File: config.mk
export PLATFORM = sky130hd
export DESIGN_NAME = btn_input_ctrl
export DESIGN_NICKNAME = d
export VERILOG_FILES = /design/src/rtl/btn_input_ctrl.sv
export SDC_FILE = /design/constraint.sdc
export NUM_CORES = 1
export LEC_CHECK = 0
export CORE_MARGIN = 2
export CORE_UTILIZATION = 57
export DETAILED_ROUTE_END_ITERATION = 16
export DONT_BUFFER_PORTS = 1
export PLACE_DENSITY = 0.71
export SYNTH_ARGS = -nofsm -noshare
export SYNTH_HDL_FRONTEND = slang
export SYNTH_SLANG_ARGS = --single-unit
File: constraint.sdc
create_clock -name clk -period 2.56 [get_ports clk]
set_input_delay 0.128 -clock clk [delete_from_list [all_inputs] [get_ports clk]]
set_output_delay 0.128 -clock clk [all_outputs]
set_load 0.01 [all_outputs]
File: src/rtl/btn_input_ctrl.sv
// Push-button input controller: per-bit synchronizer and debounce, sticky press
// flags, press counter and a maskable level interrupt behind a 4-word register map.
module btn_input_ctrl #(
  parameter int unsigned DEBOUNCE_CYCLES = 50000
) (
  input  logic        clk,
  input  logic        rst,
  input  logic [4:0]  btn,
  input  logic [1:0]  addr,
  input  logic        rd_en,
  input  logic        wr_en,
  input  logic [31:0] wdata,
  output logic [31:0] rdata,
  output logic        irq
);

  localparam logic [15:0] LAST_COUNT = 16'(DEBOUNCE_CYCLES - 1);

  localparam logic [1:0] ADDR_STATE  = 2'd0;
  localparam logic [1:0] ADDR_EVENTS = 2'd1;
  localparam logic [1:0] ADDR_MASK   = 2'd2;
  localparam logic [1:0] ADDR_CNT    = 2'd3;

  logic [4:0]  sync_meta_reg;
  logic [4:0]  sync_reg;
  logic [4:0]  stable;
  logic [4:0]  stable_d_reg;
  logic [4:0]  events_reg;
  logic [4:0]  events_next;
  logic [4:0]  mask_reg;
  logic [4:0]  mask_next;
  logic [4:0]  rise;
  logic [4:0]  clear;
  logic [2:0]  rise_count;
  logic [7:0]  cnt_reg;
  logic [7:0]  cnt_next;
  logic [31:0] read_value;
  logic        events_rd;
  logic        events_wr;

  always_ff @(posedge clk) begin
    if (!rst) begin
      sync_meta_reg <= '0;
      sync_reg      <= '0;
    end else begin
      sync_meta_reg <= btn;
      sync_reg      <= sync_meta_reg;
    end
  end

  // A bit must disagree with its accepted level for DEBOUNCE_CYCLES clocks in a row
  genvar gi;
  generate
    for (gi = 0; gi < 5; gi++) begin : g_debounce
      logic [15:0] count_reg;
      logic        stable_bit_reg;

      always_ff @(posedge clk) begin
        if (!rst) begin
          count_reg      <= '0;
          stable_bit_reg <= 1'b0;
        end else if (sync_reg[gi] == stable_bit_reg) begin
          count_reg <= '0;
        end else if (count_reg == LAST_COUNT) begin
          stable_bit_reg <= sync_reg[gi];
          count_reg      <= '0;
        end else begin
          count_reg <= count_reg + 16'd1;
        end
      end

      assign stable[gi] = stable_bit_reg;
    end
  endgenerate

  always_comb begin
    rise       = stable & ~stable_d_reg;
    rise_count = '0;
    for (int i = 0; i < 5; i++) begin
      rise_count = rise_count + {2'b00, rise[i]};
    end
    cnt_next = cnt_reg + {5'b00000, rise_count};

    events_rd = rd_en && (addr == ADDR_EVENTS);
    events_wr = wr_en && (addr == ADDR_EVENTS);
    clear     = (events_rd ? events_reg : 5'b0) | (events_wr ? wdata[4:0] : 5'b0);
    // New rises are OR-ed in after the clear so a press is never lost to a clear
    events_next = (events_reg & ~clear) | rise;

    mask_next = (wr_en && (addr == ADDR_MASK)) ? wdata[4:0] : mask_reg;

    read_value = '0;
    case (addr)
      ADDR_STATE:  read_value = {27'b0, stable};
      ADDR_EVENTS: read_value = {27'b0, events_reg};
      ADDR_MASK:   read_value = {27'b0, mask_reg};
      ADDR_CNT:    read_value = {24'b0, cnt_reg};
      default:     read_value = '0;
    endcase
  end

  always_ff @(posedge clk) begin
    if (!rst) begin
      stable_d_reg <= '0;
      events_reg   <= '0;
      mask_reg     <= '0;
      cnt_reg      <= '0;
      rdata        <= '0;
      irq          <= 1'b0;
    end else begin
      stable_d_reg <= stable;
      events_reg   <= events_next;
      mask_reg     <= mask_next;
      cnt_reg      <= cnt_next;
      irq          <= |(events_next & mask_next);
      if (rd_en) begin
        rdata <= read_value;
      end
    end
  end

endmodule

==> run_results.csv <==
group,metric,value,unit
outcome,status,"finished with violations",
outcome,violations,"negative setup slack",
sta,fin_hold_ws,31.5,ps
layout,final_layout_size_suffix_gt1_share,9.01,%
synth,ys_types,41,
synth,synth_top_flop_cell,"dfxtp_1",
worst_setup_path,crit_required,2980,ps
synth,synth-compound-area-share,3.28,%
worst_setup_path,r2r_cells,11,
synth,synth-edff-count,0,
clocking,h-tree-depth,4,
hold_path,hold_path.class,"in2reg",
clocking,cts_tree,"yes",
grt,grt_pass1_wl,16900,um
clocking,clkTransAtPathRegs,60,ps
synth,synthSimpleGateAreaFrac,24.9,%
layout,fill_cells,747,
power,leakage,2.45,nW
grt,grt_pass1_vias,3729,
synth,avgSynthCellArea,9.34,um^2
layout,area_growth,17.0,%
synth,syn_inst,597,
synth,synth_warnings,0,
place,place_congestion,0.762,
grt,gr-total-overflow,0,
synth,synth_top_family_by_area,"simple AND/OR/NAND/NOR gates",
sta,relSlewSlack,54.1,%
sta,worst_pin_slew,687,ps
synth,seq_area_frac_synth,45.6,%
worst_setup_path,worstSetupEndpointType,"flip-flop",
sta,maxSlewViolCount,0,
sta,finalSetupViolations,3,
sta,timing.fmax,0.364,GHz
sta,finalHoldViolations,0,
power,p_per_area,681,nW/um^2
layout,largest_reg_flops,80,
synth,yosys.area_share.xor_xnor,12.4,%
synth,synth_area,5570,um^2
layout,seq_area,2550,um^2
layout,mostFrequentLayoutCells,"124 x dfxtp_1, 94 x nor2_1, 53 x xor2_1",
synth,synthMuxAreaShare,5.05,%
sta,layout_setup_ws,-190,ps
floorplanning,die_w,103,um
floorplanning,row_count,36,
sta,clock_skew,8.04,ps
flow_run,cap_violations,0,
floorplanning,io_pins,76,
floorplanning,die_h,103,um
worst_setup_path,start_kind,"flip-flop",
layout,fin_util,67.6,%
layout,multi_input_area,2880,um^2
worst_setup_path,path_class,"reg2reg",
clocking,insertion_delay,530,ps
clocking,ctsLongestPathBuffers,2,
worst_setup_path,path_max_fanout,3,
layout,diodes,0,
synth,async_reset_ff_share,0,%
hold_path,holdPathStages,3,
clocking,cts_made_buffers,17,
floorplanning,core_area,9640,um^2
clocking,root_buffer,"clkbuf_8",
power,vdd_drop_max,0.657,mV
grt,grt_max_degree,50,
routing,drt-initial-drc-count,91,
floorplanning,dieArea,10600,um^2
routing,totalWireLength,10500,um
routing,vias,4013,
sta,period_needed,2750,ps
grt,antenna_found_initial,0,
synth,ys_ff_latch,127,
floorplanning,initial_core_util,57.8,%
sta,grt_setup_unrepaired,"true",
sta,period_share,107,%
grt,grt_usage,20.7,%
place,dp_hpwl,6560,um
place,portBuffers,0,
power,total_power,0.00444,W
worst_setup_path,arrival,3170,ps
routing,viasPerCell,5.16,
routing,dr.pass1.iters,4,
synth,synthAdderAreaFrac,3.10,%
routing,drc,0,
layout,nNetsFinal,686,
clocking,cts.sinks,127,
routing,ant_nets,0,
layout,final_common_cell,"dfxtp_1",
routing,wl_per_cell,13.6,um
==> logic make-up after synthesis <==
group / after synthesis
simple gates: 274
buf+inv: 54
other cells: 1
mux: 20
flops: 127
compound gates: 30
fa+ha+maj: 12
xor+xnor: 79
==> path summary, 6_finish.rpt <==
check	from	to	slack (ps)
worst min register to register	sync_meta_reg[0]	sync_reg[0]	440
worst max-delay path	stable_d_reg[1]	cnt_reg[6]	-190
worst min-delay path	addr[1]	events_reg[3]	30
worst max register to register	stable_d_reg[1]	cnt_reg[6]	-190
==> worst max-delay path, cell delays in order, from the launching register on <==
cell and delay (ps):
dfxtp_1 300, nand2b_4 140, fa_1 550, inv_1 60, fa_2 540, ha_4 130
inv_2 30, fa_2 350, nor2b_4 150, o2111ai_2 110, xnor2_1 140, and2_1 150
==> routing by layer <==
layer | part of all wire, % | track usage [%] | vias up
li1 | - | - | 2039
met1 | 46 | 25.1 | 1881
met2 | 49 | 34.1 | 68
met3 | 3.8 | 6.37 | 25
met4 | 1.8 | 9.11 | 0
met5 | 0 | 0 | -
==> what timing repair did <==
item,4_1_cts,5_1_grt
buffers inserted,0,2
setup endpoints to repair,5,6
endpoints found under the hold margin,50,0
resized for setup,3,5
hold buffers,22,0
pin swaps,5,5
gates cloned,0,0
==> power by group <==
part	switching, W	total (W)	internal, W
registers	0.00000780	0.00200	0.00199
logic	0.0000627	0.000113	0.0000500
clock network	0.000934	0.00233	0.00140
==> area by class of cell <==
type,instances,share of cell area [%]
Multi-Input combinational cell,439,44.1
Sequential cell,127,39.1
Clock buffer,18,6.41
Timing Repair Buffer,31,4.57
Tap cell,133,2.55
Clock inverter,14,2.40
Inverter,15,0.864
==> per-stage QoR <==
step / setup TNS [ps] / worst slack [ps] / cells / area [um^2]
after floorplan: -217 / -129 / 620 / 5700
after global placement: -329 / -183 / 721 / 5660
after detailed placement: -576 / -267 / 721 / 5660
after CTS: -496 / -221 / 775 / 6470
after global routing: -795 / -297 / 777 / 6520
final: -359 / -190 / 777 / 6520
==> cell usage after synthesis (14+ instances only) <==
cell	count	area share, %
dfxtp_1	127	46
inv_1	15	1.0
nand3_1	43	3.9
xnor2_1	26	4.1
nand2_1	25	1.7
nor2_1	94	6.3
buf_4	25	3.4
xor2_1	53	8.3
and2_1	20	2.2
nand4_1	19	2.1
nor3_1	14	1.3
mux2i_1	15	2.7
nor2b_1	16	1.8
Note: power is estimated with default switching activity, not from simulation.
